File: src/rtl/arts_pkg.sv
// ---------------------------------------------------------------------------
// arts_pkg
// Shared definitions for the ARTS approximate multiplier datapath.
//   - state_t   : dot-accumulator FSM encoding (IDLE/ACC/HOLD)
//   - ARTS_PW   : width of the 16x16 ARTS multiplier product
// ---------------------------------------------------------------------------
package arts_pkg;

    localparam int ARTS_PW = 32;

    typedef enum logic [1:0] {
        IDLE = 2'd0,
        ACC  = 2'd1,
        HOLD = 2'd2
    } state_t;

endpackage

File: src/rtl/arts_dot_accumulator_if.sv
// ---------------------------------------------------------------------------
// arts_dot_accumulator_if
// Product input handshake and result output handshake for the dot-product
// accumulator.
//   master : producer/consumer side (drives in_valid/in_prod/in_last and
//            out_ready)
//   slave  : accumulator side (drives in_ready and the out_* result)
// ---------------------------------------------------------------------------
interface arts_dot_accumulator_if
    import arts_pkg::*;
#(
    parameter int PW = ARTS_PW,
    parameter int AW = 40,
    parameter int CW = 8
);
    logic          in_valid;
    logic          in_ready;
    logic [PW-1:0] in_prod;
    logic          in_last;
    logic          out_valid;
    logic          out_ready;
    logic [AW-1:0] out_sum;
    logic [CW-1:0] out_count;
    logic          out_sat;

    modport master (
        output in_valid, in_prod, in_last, out_ready,
        input  in_ready, out_valid, out_sum, out_count, out_sat
    );

    modport slave (
        input  in_valid, in_prod, in_last, out_ready,
        output in_ready, out_valid, out_sum, out_count, out_sat
    );

endinterface

File: src/rtl/arts_sat_add.sv
// ---------------------------------------------------------------------------
// arts_sat_add
// Combinational unsigned saturating adder.
//   a     : AW-bit running value
//   b     : BW-bit addend (BW <= AW), zero-extended
//   sum   : a + b, clamped to 2^AW-1
//   clamp : 1 when the true sum did not fit in AW bits
// ---------------------------------------------------------------------------
module arts_sat_add #(
    parameter int AW = 40,
    parameter int BW = 32
) (
    input  logic [AW-1:0] a,
    input  logic [BW-1:0] b,
    output logic [AW-1:0] sum,
    output logic          clamp
);

    // One extra bit holds the carry-out, which is exactly the overflow flag.
    logic [AW:0] full_sum;

    assign full_sum = {1'b0, a} + (AW+1)'(b);
    assign clamp    = full_sum[AW];
    assign sum      = full_sum[AW] ? {AW{1'b1}} : full_sum[AW-1:0];

endmodule

File: src/rtl/arts_dot_accumulator.sv
// ---------------------------------------------------------------------------
// arts_dot_accumulator
// Sums a vector of unsigned ARTS products (one per cycle, vector terminated
// by in_last) and presents the saturated sum, saturated element count and a
// sticky saturation flag on an output handshake.
//   clk  : clock, all state on rising edge
//   rst  : synchronous active-high reset
//   bus  : slave side of arts_dot_accumulator_if
//            in_valid/in_ready/in_prod/in_last    product stream
//            out_valid/out_ready/out_sum/out_count/out_sat  result
// ---------------------------------------------------------------------------
module arts_dot_accumulator
    import arts_pkg::*;
#(
    parameter int PW = ARTS_PW,
    parameter int AW = 40,
    parameter int CW = 8
) (
    input  logic                    clk,
    input  logic                    rst,
    arts_dot_accumulator_if.slave   bus
);

    state_t        state_reg, state_next;
    logic [AW-1:0] acc_reg,   acc_next;
    logic [CW-1:0] count_reg, count_next;
    logic          sat_reg,   sat_next;

    logic          accept;
    logic [AW-1:0] acc_add;
    logic          acc_clamp;
    logic [CW-1:0] count_add;
    logic          count_clamp;

    arts_sat_add #(.AW(AW), .BW(PW)) u_acc_add (
        .a     (acc_reg),
        .b     (bus.in_prod),
        .sum   (acc_add),
        .clamp (acc_clamp)
    );

    arts_sat_add #(.AW(CW), .BW(1)) u_count_add (
        .a     (count_reg),
        .b     (1'b1),
        .sum   (count_add),
        .clamp (count_clamp)
    );

    // Handshake outputs decode only the state register, so there is no
    // combinational path from in_valid or out_ready.
    assign bus.in_ready  = (state_reg != HOLD);
    assign bus.out_valid = (state_reg == HOLD);
    assign bus.out_sum   = acc_reg;
    assign bus.out_count = count_reg;
    assign bus.out_sat   = sat_reg;

    assign accept = bus.in_valid & bus.in_ready;

    always_ff @(posedge clk) begin
        if (rst) begin
            state_reg <= IDLE;
            acc_reg   <= '0;
            count_reg <= '0;
            sat_reg   <= 1'b0;
        end else begin
            state_reg <= state_next;
            acc_reg   <= acc_next;
            count_reg <= count_next;
            sat_reg   <= sat_next;
        end
    end

    always_comb begin
        state_next = state_reg;
        acc_next   = acc_reg;
        count_next = count_reg;
        sat_next   = sat_reg;
        case (state_reg)
            IDLE: begin
                if (accept) begin
                    // First element restarts the vector and drops the
                    // previous sticky flag.
                    acc_next   = AW'(bus.in_prod);
                    count_next = CW'(1);
                    sat_next   = 1'b0;
                    state_next = bus.in_last ? HOLD : ACC;
                end
            end
            ACC: begin
                if (accept) begin
                    acc_next   = acc_add;
                    count_next = count_add;
                    sat_next   = sat_reg | acc_clamp | count_clamp;
                    state_next = bus.in_last ? HOLD : ACC;
                end
            end
            HOLD: begin
                if (bus.out_ready) begin
                    state_next = IDLE;
                end
            end
            default: begin
                state_next = IDLE;
            end
        endcase
    end

endmodule
File: src/flat_wrapper.sv
// flat-port wrapper written by rule: the top's interface ports become plain ports
module arts_dot_accumulator_flat import arts_pkg::*;
#(
    parameter int PW = ARTS_PW,
    parameter int AW = 40,
    parameter int CW = 8
)
  (clk, rst, bus_in_valid, bus_in_prod, bus_in_last, bus_out_ready, bus_in_ready, bus_out_valid, bus_out_sum, bus_out_count, bus_out_sat);
  arts_dot_accumulator_if #(.PW(PW), .AW(AW), .CW(CW)) bus_i ();
  input  logic clk;
  input  logic rst;
  input wire logic [$bits(bus_i.in_valid)-1:0] bus_in_valid;
  input wire logic [$bits(bus_i.in_prod)-1:0] bus_in_prod;
  input wire logic [$bits(bus_i.in_last)-1:0] bus_in_last;
  input wire logic [$bits(bus_i.out_ready)-1:0] bus_out_ready;
  output wire logic [$bits(bus_i.in_ready)-1:0] bus_in_ready;
  output wire logic [$bits(bus_i.out_valid)-1:0] bus_out_valid;
  output wire logic [$bits(bus_i.out_sum)-1:0] bus_out_sum;
  output wire logic [$bits(bus_i.out_count)-1:0] bus_out_count;
  output wire logic [$bits(bus_i.out_sat)-1:0] bus_out_sat;
  assign bus_i.in_valid = bus_in_valid;
  assign bus_i.in_prod = bus_in_prod;
  assign bus_i.in_last = bus_in_last;
  assign bus_i.out_ready = bus_out_ready;
  assign bus_in_ready = bus_i.in_ready;
  assign bus_out_valid = bus_i.out_valid;
  assign bus_out_sum = bus_i.out_sum;
  assign bus_out_count = bus_i.out_count;
  assign bus_out_sat = bus_i.out_sat;
  arts_dot_accumulator #(.PW(PW), .AW(AW), .CW(CW)) u_core (.clk(clk), .rst(rst), .bus(bus_i));
endmodule
File: config.mk
export PLATFORM = sky130hd
export DESIGN_NAME = arts_dot_accumulator_flat
export DESIGN_NICKNAME = d
export VERILOG_FILES = /design/src/rtl/arts_pkg.sv /design/src/rtl/arts_dot_accumulator_if.sv /design/src/rtl/arts_sat_add.sv /design/src/rtl/arts_dot_accumulator.sv /design/src/flat_wrapper.sv
export SDC_FILE = /design/constraint.sdc
export NUM_CORES = 1
export LEC_CHECK = 0
export ABC_CLOCK_PERIOD_IN_PS = 9150
export BUFFER_PORTS_ARGS = -buffer_cell sky130_fd_sc_hd__buf_2
export CAP_MARGIN = 5
export CORE_ASPECT_RATIO = 1.2
export CORE_MARGIN = 5
export CORE_UTILIZATION = 51
export CTS_BUF_LIST = sky130_fd_sc_hd__clkbuf_16
export DETAILED_ROUTE_END_ITERATION = 10
export GPL_TIMING_DRIVEN = 1
export PLACE_DENSITY = 0.81
export SLEW_MARGIN = 20
export SYNTH_ARGS = -nofsm -noshare
export SYNTH_HDL_FRONTEND = slang
export SYNTH_SLANG_ARGS = --single-unit
File: constraint.sdc
create_clock -name clk -period 9.15 [get_ports clk]
set_input_delay 0 -clock clk [delete_from_list [all_inputs] [get_ports clk]]
set_output_delay 0 -clock clk [all_outputs]
set_load 0.03 [all_outputs]
==> reports/metrics.yaml, run 1 <==
final_layout:
  num-fill-cells: 721
  finalNonFillerCells: 684
  layout-drive-gt1-share_pct: 18.58
  largest_reg_flops: 40
  nNetsFinal: 662
  area_growth_pct: 15.10
  antenna_cells: 0
  design_area_um2: 4673
yosys:
  synth_area_leaders: "dfxtp_1, ha_1, a21oi_1"
  synth-edff-count: 0
  synthTopCellsByCount: "a21oi_1, nand2_1, dfxtp_1, ha_1, nor2_1"
  synth_warnings: 0
  yosysTopAreaCellShare_pct: 25.15
  synth_cells: 520
  ys_seq_area_share_pct: 25.15
  synthDistinctLibCells: 64
  synthFlopType: "dfxtp_1"
  synth_area_per_cell_um2: 7.808
  synth_top_cell_by_area: "dfxtp_1"
  synth_fp_nets: 591
  netlist_area_um2: 4060
  synthArstFlopShare_pct: 0
  synth_seq_cells: 51
global_routing:
  grt_max_degree: 48
  antenna_found_initial: 0
  grt_pass1_vias: 4117
  track_usage_pct: 22.92
  grt_pass1_wl_mm: 19.17
  overflow: 0
timing:
  slew_viol_final: 0
  hold_viol_final: 0
  setup_slack_ns: 5.642
  rsz0062_at_grt: "no"
  setup_tns_ns: 0
  fin_crit_ns: 3.508
  slew_headroom_pct: 37.33
  timing.fmax_ghz: 0.2851
  hold-worst-slack_ns: 0.02934
  finalCritPeriodShare_pct: 38.33
  fin_skew_ns: 0.006269
  setup_violations: 0
  tightest_slew_ns: 0.9387
floorplan:
  pin_count: 88
  rows: 35
  die_y_um: 107.7
  dieArea_um2: 9853
  core-area_um2: 7707
  die-width_um: 91.45
  initial_utilization_pct: 52.68
critical_path:
  crit_path_start_kind: "flip-flop"
  path_max_fanout: 22
  r2r_slack_ns: 5.64
  cp.required_ns: 9.34
  cp.arrival_ns: 3.70
  slowest_delay_ns: 0.65
  critical_path.endpoint_type: "flip-flop"
  path_buf_inv: 0
  cp_top_family: "compound AO/OA/AOI/OAI gates"
  cp_slowest_cell: "nand2_1"
  path_cells: "ha_1 -> fa_1 -> a211oi_1 -> o211ai_1 -> nand4_1 -> a21oi_1 -> o21ai_1 -> nand2_1 -> nor2_1 -> mux2i_1 -> a32o_1"
  critical_path_class: "flip-flop to flip-flop"
route:
  post-route-drc-count: 0
  wire_per_inst_um: 17.32
  wl_mm: 11.85
  num_vias: 4381
  ant_nets: 0
  drt-vias-per-instance: 6.405
  drtIter0Drc: 285
  drt_first_pass_iters: 6
clock_network:
  cts_buffer_depth: 2
  clkSlewWorstSetupHoldPaths_ns: 0.08
  cts-htree-levels: 2
  cts_setup_buffers: 0
  root_buffer: "clkbuf_16"
  cts_hold_buf: 3
  cts_tree: "yes"
  clk_latency_ns: 0.30
  cts.repair.resized: 0
  cts_buffers: 5
  cts_sinks: 51
placement:
  numPlacedInstances: 673
  hpwl_mm: 8.623
  dpl_cell_area_um2: 4484
  io_buffer_count: 87
  gp_congestion: 0.9030
  place_ws_ns: 5.673
power:
  ir_worst_vdd_v: 0.0001060
  leakagePower_nw: 2.090
  p_per_area_nw_per_um2: 148.2
flow_run:
  cap_violations: 0
outcome:
  status: "finished, final reports clean"
worst_hold_path:
  hold_path_class: "input port to flip-flop"
worst paths after layout:
check	from	end	cells past startpoint
setup / recovery	u_core.bus.out_sum[0]	u_core.bus.out_sum[23]	11
hold / removal	bus_in_prod[5]	u_core.bus.out_sum[5]	3
setup reg to reg	u_core.bus.out_sum[0]	u_core.bus.out_sum[23]	11
hold reg to reg	u_core.bus.out_sum[21]	u_core.bus.out_sum[21]	2
cell usage in the layout (no fill, tap or decap), drive strengths merged, types with 8 or more instances in the layout:
cell and instances:
and3 8, ha 33, a211oi 14, nor2 31, inv 8, nor3 11
a21oi 64, xnor2 16, nand3 19, or3 8, dfxtp 51, a31oi 10
xor2 10, o221ai 23, a21o 20, o21ai 27, nand2 63, buf 90
per-stage QoR:
step	utilization [%]	power, W
floorplan	-	0.0004334
global route	60.63	0.0007310
detailed placement	58.18	0.0004906
finish	60.63	0.0006925
CTS	60.63	0.0006938
global placement	58.18	0.0004844
per-layer routing:
layer	GRT usage, %	vias up	wire length, um
li1	-	2118	-
met1	27.07	2054	4798
met2	41.76	191	6077
met3	3.147	18	767
met4	8.071	0	205
met5	0	-	0
power breakdown:
part | switching, W | internal, W
sequential | 0.0000132 | 0.000235
clock | 0.0000959 | 0.000106
combinational | 0.000151 | 0.0000912
logic make-up after synthesis:
| family | Yosys count | synth area share [%] |
|---|---|---|
| AOI/OAI and AO/OA | 197 | 32.70 |
| and+or+nand+nor | 172 | 20.25 |
| DFF | 51 | 25.15 |
| buffers and inverters | 35 | 4.283 |
| adders and majority gates | 34 | 10.66 |
| xor gates and xnor gates | 26 | 5.608 |
| muxes | 5 | 1.356 |
final cells by class:
cell class | instances | area (um2) | share of cell area (%)
clock buffers | 5 | 125.1 | 2.677
clock inverters | 3 | 33.78 | 0.7229
inverters | 6 | 22.52 | 0.4819
multi-input cells | 434 | 2868 | 61.37
flip-flops and latches | 51 | 1021 | 21.85
well taps | 92 | 115.1 | 2.463
repair buffers | 93 | 488.0 | 10.44
worst min-delay path, stage by stage:
cell and delay [ns]:
buf_2 0.09, o211ai_1 0.08, a21oi_1 0.11
Note: power is estimated with default switching activity, not from simulation.
==> run 2: changes to the inputs <==
--- a/config.mk
+++ b/config.mk
@@ -5,7 +5,7 @@
 export SDC_FILE = /design/constraint.sdc
 export NUM_CORES = 1
 export LEC_CHECK = 0
-export ABC_CLOCK_PERIOD_IN_PS = 9150
+export ABC_CLOCK_PERIOD_IN_PS = 3300
 export BUFFER_PORTS_ARGS = -buffer_cell sky130_fd_sc_hd__buf_2
 export CAP_MARGIN = 5
 export CORE_ASPECT_RATIO = 1.2
==> constraint.sdc (replaced) <==
create_clock -name clk -period 3.3 [get_ports clk]
set_input_delay 0 -clock clk [delete_from_list [all_inputs] [get_ports clk]]
set_output_delay 0 -clock clk [all_outputs]
set_load 0.03 [all_outputs]
==> run 2 against run 1 <==
Non-clock buffer count grew 4. Total power increased to 2.8 times the previous value. First-iteration DRC count increased by 2.1%. Critical path type unchanged. Critical endpoint is now u_core.bus.out_sum[30]. Largest cell class unchanged. Highest routed layer unchanged.
==> reports/metrics.yaml, run 2 (synthesized netlist as in run 1, its figures left out) <==
placement:
  numPlacedInstances: 678  # +0.74%
  place_ws_ns: 0.02812  # -5.645 ns
  hpwl_mm: 8.930  # +3.6%
  io_buffer_count: 87  # unchanged
  gp_congestion: 0.9463  # +4.8%
critical_path:
  rr_worst_depth: 11  # unchanged
  cp.required_ns: 3.52  # -5.82 ns
  cp_top_family: "compound AO/OA/AOI/OAI gates"
  cp.arrival_ns: 3.38  # -0.32 ns
  critical_path.endpoint_type: "flip-flop"
  path_buf_inv: 0  # unchanged
  path_cells: "ha_1 -> fa_1 -> a211oi_2 -> o21ai_1 -> and3_1 -> a211oi_4 -> nor3_2 -> o41ai_4 -> o21bai_2 -> mux2_4 -> o31ai_2"
  crit_path_start_kind: "flip-flop"
  cp_slowest_cell: "fa_1"
  slowest_delay_ns: 0.45  # -0.20 ns
  worst-path-stages: 11  # unchanged
  path_max_fanout: 3  # -86%
  critical_path_class: "flip-flop to flip-flop"
route:
  wl_mm: 12.09  # +2.0%
  drtIter0Drc: 291  # +2.1%
  ant_nets: 0  # unchanged
  wire_per_inst_um: 17.57  # +1.4%
  num_vias: 4388  # +0.16%
  post-route-drc-count: 0  # unchanged
  drt-vias-per-instance: 6.378  # -0.42%
  drt_first_pass_iters: 5  # -1
global_routing:
  overflow: 0  # unchanged
  antenna_found_initial: 0  # unchanged
  grt_pass1_wl_mm: 19.76  # +3.1%
  track_usage_pct: 23.83  # +0.91 points
  grt_max_degree: 50  # +4.2%
  grt_pass1_vias: 4253  # +3.3%
floorplan:
  dieArea_um2: 9853  # unchanged
  die-width_um: 91.45  # unchanged
  pin_count: 88  # unchanged
  initial_utilization_pct: 52.68  # unchanged
  core-area_um2: 7707  # unchanged
  die_y_um: 107.7  # unchanged
  rows: 35  # unchanged
timing:
  hold-worst-slack_ns: 0.001482  # -0.02786 ns
  rsz0062_at_grt: "no"
  setup_tns_ns: 0  # unchanged
  setup_violations: 0  # unchanged
  finalCritPeriodShare_pct: 95.69  # +57 points
  slew_viol_final: 0  # unchanged
  hold_viol_final: 0  # unchanged
  slew_headroom_pct: 60.20  # +23 points
  timing.fmax_ghz: 0.3167  # +11%
  tightest_slew_ns: 0.5915  # -0.3472 ns
  fin_skew_ns: 0.007452  # +0.001183 ns
  fin_crit_ns: 3.158  # -0.3497 ns
  setup_slack_ns: 0.1421  # -5.500 ns
power:
  ir_worst_vdd_v: 0.0002337  # +120%
  pwr-share-comb_pct: 36.0  # +1.0 points
  leakagePower_nw: 2.112  # +1.0%
  power_frac_seq_pct: 35.7  # about the same
  swShare_pct: 37.40  # -0.21 points
  p_per_area_nw_per_um2: 405.5  # +170%
  power.switching_w: 0.0007152  # +170%
  pwr-share-clk_pct: 28.3  # -0.9 points
  internal_power_w: 0.001197  # +180%
final_layout:
  final_common_cell: "buf_2"
  num-fill-cells: 722  # +0.14%
  seq_area_um2: 1021  # unchanged
  antenna_cells: 0  # unchanged
  multi_input_area_um2: 2880  # +0.44%
  layout-drive-gt1-share_pct: 19.46  # +0.88 points
  layout_common_cells: "buf_2, nand2_1, a21oi_1"
  finalNonFillerCells: 688  # +0.58%
  largest_reg_flops: 40  # unchanged
  area_growth_pct: 16.15
  nNetsFinal: 666  # +0.60%
clock_network:
  clk_latency_ns: 0.30  # about the same
  cts_tree: "yes"
  clkSlewWorstSetupHoldPaths_ns: 0.08  # about the same
  cts_sinks: 51  # unchanged
  cts_buffers: 5  # unchanged
  cts_buffer_depth: 2  # unchanged
  root_buffer: "clkbuf_16"
  cts-htree-levels: 2  # unchanged
  cts_setup_buffers: 0  # unchanged
flow_run:
  cap_violations: 0  # unchanged
worst_hold_path:
  hold_path_class: "input port to flip-flop"
  holdPathStages: 4  # +1
outcome:
  status: "finished, final reports clean"
## run 2: power by group through the flow
stage / Sequential, W / Combinational, W / Clock (W)
2_1_floorplan: 0.000758 / 0.000443 / 0
3_3_place_gp: 0.000695 / 0.000658 / 0
3_5_place_dp: 0.000697 / 0.000672 / 0
4_1_cts: 0.000683 / 0.000678 / 0.000554
5_1_grt: 0.000688 / 0.000752 / 0.000581
6_report: 0.000683 / 0.000688 / 0.000541
## run 2: worst reg2reg max path: cells and delay by family, from the launching register on
family	cells	cell delay, ns
adders and majority gates	2	0.68
and+or+nand+nor	2	0.30
muxes	1	0.32
DFF	1	0.33
AOI/OAI and AO/OA	6	1.46
## run 2: final timing paths
path	end	slack, ns	start
worst min-delay path	u_core.state_reg[1]	0.001	bus_out_ready
worst max register to register	u_core.bus.out_sum[30]	0.14	u_core.bus.out_sum[0]
worst max-delay path	u_core.bus.out_sum[30]	0.14	u_core.bus.out_sum[0]
worst min register to register	u_core.bus.out_sat	0.47	u_core.bus.out_sat
## run 2: repair_timing
item / CTS / global route
setup endpoints to repair: 0 / 2
hold endpoints to repair: 2 / 0
resized for setup: 0 / 3
hold buffers: 2 / 0
## run 2: final cells by class
class,instances,area share [%]
Clock buffer,5,2.653
Timing Repair Buffer,97,11.20
Clock inverter,3,0.5041
Sequential cell,51,21.65
Inverter,6,0.4776
Multi-Input combinational cell,434,61.08
Tap cell,92,2.441
## run 2: per-layer routing
layer	wire [um]	up-vias	global-route usage, %
li1	-	2121	-
met1	4845	2079	26.28
met2	6238	166	45.60
met3	790	22	3.776
met4	216	0	7.757
met5	0	-	0
## run 2: metrics by stage
stage                     utilization, %  total power (W)  area, um2
after floorplan                        -         0.001202       4060
after global placement             58.83         0.001352       4534
after detailed placement           58.83         0.001369       4534
after CTS                          61.02         0.001915       4703
after global routing               61.19         0.002021       4716
final                              61.19         0.001912       4716
==> run 3: changes to the inputs <==
--- a/config.mk
+++ b/config.mk
@@ -5,6 +5,7 @@
 export SDC_FILE = /design/constraint.sdc
 export NUM_CORES = 1
 export LEC_CHECK = 0
+export ABC_AREA = 1
 export ABC_CLOCK_PERIOD_IN_PS = 3300
 export BUFFER_PORTS_ARGS = -buffer_cell sky130_fd_sc_hd__buf_2
 export CAP_MARGIN = 5
@@ -14,7 +15,7 @@
 export CTS_BUF_LIST = sky130_fd_sc_hd__clkbuf_16
 export DETAILED_ROUTE_END_ITERATION = 10
 export GPL_TIMING_DRIVEN = 1
-export PLACE_DENSITY = 0.81
+export PLACE_DENSITY = 0.78
 export SLEW_MARGIN = 20
 export SYNTH_ARGS = -nofsm -noshare
 export SYNTH_HDL_FRONTEND = slang
==> run 3 against run 2 <==
Clock-buffer cell count unchanged. Register-to-register slack improved by 0.74 ns. Design area increased by 27%. Global-route usage increased by 0.18 points. Sequential cell count unchanged. Critical path depth increased by 3. Maximum frequency increased by 30%. Clock power increased by 3%. Synthesized cell count increased by 83%. Die area increased by 26%. Utilization decreased by 1.9 points. Largest cell class unchanged.
==> reports/metrics.yaml, run 3 <==
critical_path:
  r2r_slack_ns: 0.88  # +0.74 ns
  rr_worst_depth: 14  # +3
  cp.arrival_ns: 2.57  # -0.81 ns
  critical_path_class: "flip-flop to flip-flop"
  critical_path.endpoint_type: "flip-flop"
  cp.required_ns: 3.44  # -0.08 ns
  r2r_end: "u_core.bus.out_sum[3]"
  cpMostUsedCell: "nand2_2"
  crit_start: "u_core.bus.out_sum[0]"
  path_max_fanout: 17  # +14
  path_cells: "ha_1 -> fa_1 -> nand2_1 -> nand3_1 -> nand3_1 -> nand2_2 -> nand2_1 -> nand2_2 -> nand2_2 -> nand2_2 -> nand2_4 -> nand2_4 -> o21ai_0 -> a21oi_1"
  crit_path_start_kind: "flip-flop"
  path_buf_inv: 0  # unchanged
  cp_top_family: "simple AND/OR/NAND/NOR gates"
  slowest_delay_ns: 0.44  # about the same
  cp_slowest_cell: "fa_1"
  r2r_start: "u_core.bus.out_sum[0]"
floorplan:
  die_y_um: 121.2  # +12%
  die-width_um: 102.7  # +12%
  rows: 40  # +14%
  pin_count: 88  # unchanged
  initial_utilization_pct: 52.23  # -0.45 points
  core-area_um2: 10060  # +31%
  dieArea_um2: 12440  # +26%
placement:
  dpl_cell_area_um2: 5774  # +27%
  gp_congestion: 0.9822  # +3.8%
  hpwl_mm: 11.79  # +32%
  io_buffer_count: 87  # unchanged
clock_network:
  cts_tree: "yes"
  clk_latency_ns: 0.31  # about the same
  cts_buffers: 5  # unchanged
  cts.repair.resized: 0  # unchanged
  cts-htree-levels: 2  # unchanged
  root_buffer: "clkbuf_16"
  cts_sinks: 51  # unchanged
  clkSlewWorstSetupHoldPaths_ns: 0.08  # about the same
  cts_buffer_depth: 2  # unchanged
yosys:
  synth_adder_area_share_pct: 8.240  # -2.4 points
  yosysTopAreaCellShare_pct: 26.15  # +1.0 points
  ys_seq_area_share_pct: 19.43  # -5.7 points
  synthDistinctLibCells: 38  # -41%
  synth_compound_area_share_pct: 11.72  # -21 points
  synth_fp_nets: 1022  # +73%
  netlist_area_um2: 5254  # +29%
  synth-edff-count: 0  # unchanged
  synth_cells: 951  # +83%
  synth.area.mux_share_pct: 0  # -1.4 points
  yosysMostFrequentCell: "nand2_1"
  yosys.area_share.xor_xnor_pct: 3.834  # -1.8 points
  synthFlopType: "dfxtp_1"
  synth_top_cell_by_area: "nand2_1"
  synth_top_family_by_area: "simple AND/OR/NAND/NOR gates"
  synthArstFlopShare_pct: 0  # unchanged
  synth_warnings: 0  # unchanged
  synth_seq_cells: 51  # unchanged
  synth_area_per_cell_um2: 5.524  # -29%
  synth_simple_gate_area_share_pct: 45.25  # +25 points
  synth_area_leaders: "nand2_1, dfxtp_1, nor2_1"
  synthTopCellsByCount: "nand2_1, nor2_1, inv_1, a21oi_1, dfxtp_1"
route:
  drtIter0Drc: 281  # -3.4%
  wire_per_inst_um: 12.67  # -28%
  post-route-drc-count: 0  # unchanged
  ant_nets: 0  # unchanged
  num_vias: 5844  # +33%
  drt-vias-per-instance: 5.042  # -21%
  wl_mm: 14.69  # +21%
  drt_first_pass_iters: 5  # unchanged
global_routing:
  grt_max_degree: 52  # +4.0%
  overflow: 0  # unchanged
  antenna_found_initial: 0  # unchanged
  grt_pass1_vias: 5331  # +25%
  track_usage_pct: 24.01  # +0.18 points
  grt_pass1_wl_mm: 24.38  # +23%
worst_hold_path:
  holdPathEnd: "u_core.bus.out_sum[0]"
  hold_path_class: "input port to flip-flop"
  holdPathStages: 5  # +1
  hp-start: "bus_in_prod[0]"
outcome:
  status: "finished, final reports clean"
timing:
  timing.fmax_ghz: 0.4129  # +30%
  rsz0062_at_grt: "no"
  finalCritPeriodShare_pct: 73.39  # -22 points
  fin_crit_ns: 2.422  # -0.7361 ns
  tightest_slew_ns: 1.068  # +0.4768 ns
  fin_skew_ns: 0.01032  # +0.002869 ns
  slew_headroom_pct: 28.78  # -31 points
  setup_violations: 0  # unchanged
  hold_viol_final: 0  # unchanged
  setup_tns_ns: 0  # unchanged
  slew_viol_final: 0  # unchanged
final_layout:
  antenna_cells: 0  # unchanged
  layout_common_cells: "nand2_1, nor2_1, inv_1"
  design_area_um2: 5966  # +27%
  final_common_cell: "nand2_1"
  nNetsFinal: 1103  # +66%
  largest_reg_flops: 40  # unchanged
  layout-drive-gt1-share_pct: 13.46  # -6.0 points
  multi_input_area_um2: 3627  # +26%
  num-fill-cells: 1097  # +52%
  seq_area_um2: 1021  # unchanged
  area_growth_pct: 13.55
power:
  leakagePower_nw: 3.246  # +54%
  p_total_w: 0.001944  # +1.7%
  ir_worst_vdd_v: 0.0002029  # -13%
  p_per_area_nw_per_um2: 325.9  # -20%
flow_run:
  cap_violations: 0  # unchanged
## run 3: changes by cell type in the layout (fill, tap and decap cells not counted), moves of 9 or more
cell,before,now
nor2_1,31,145
inv_1,6,131
a21oi_2,1,11
a21o_1,19,0
nand3_1,19,40
a31oi_1,10,0
a211oi_1,12,0
nand2_1,63,366
o221ai_1,23,0
o21ai_2,0,10
o21ai_0,25,16
## run 3: how the worst max path moves through the flow
| stage | to | cells past startpoint |
|---|---|---|
| final | u_core.bus.out_sum[3] | 14 |
| after global routing | u_core.bus.out_sum[7] | 14 |
| after CTS | u_core.bus.out_sum[3] | 14 |
| after detailed placement | u_core.bus.out_sum[3] | 14 |
| after global placement | u_core.bus.out_sum[5] | 14 |
| after floorplan | u_core.bus.out_sum[20] | 15 |
## run 3: worst min-delay path, cell delays in order
cell and delay [ns]:
buf_2 0.11, nor2_1 0.08, nor2_1 0.06, o21ai_2 0.06, a21oi_2 0.04
## run 3: repair_timing
action / CTS / global route
hold endpoints to repair: 2 / 0
setup buffers: 0 / 0
hold buffers: 4 / 0
## run 3: cell families after synthesis
family                     after synthesis
adders and majority gates               34
xor gates and xnor gates                23
DFF                                     51
AOI/OAI and AO/OA                      103
buffers and inverters                  154
and+or+nand+nor                        586
## run 3: report_power, final
group          total, W  switching, W  internal (W)
sequential     0.000673     0.0000265      0.000647
clock          0.000559      0.000270      0.000289
combinational  0.000712      0.000478      0.000234
total           0.00194      0.000774       0.00117
## run 3: through the flow
step           hold slack, ns  util (%)  instances  setup WS (ns)
6_report              0.07319     59.30       1159         0.8782
5_1_grt               0.08375     59.30       1159         0.6457
4_1_cts               0.06992     59.30       1159         0.8842
3_5_place_dp           0.2760     57.40       1147         0.9006
3_3_place_gp           0.2605     57.40       1147         0.9689
2_1_floorplan          0.1473         -        951         0.9660
## run 3: cell type report
cell class | instances | area share (%)
multi-input cells | 746 | 60.80
flip-flops and latches | 51 | 17.11
repair buffers | 96 | 8.599
inverters | 132 | 8.305
well taps | 126 | 2.643
clock buffers | 5 | 2.097
clock inverters | 3 | 0.4404
## run 3: per-layer routing
metal  track usage (%)  wire (um)  vias to the layer above
met5                 0          0                        -
met4             6.645        289                        0
met3             3.048        817                       20
met2             42.61       7183                      157
met1             29.94       6396                     2580
li1                  -          -                     3087
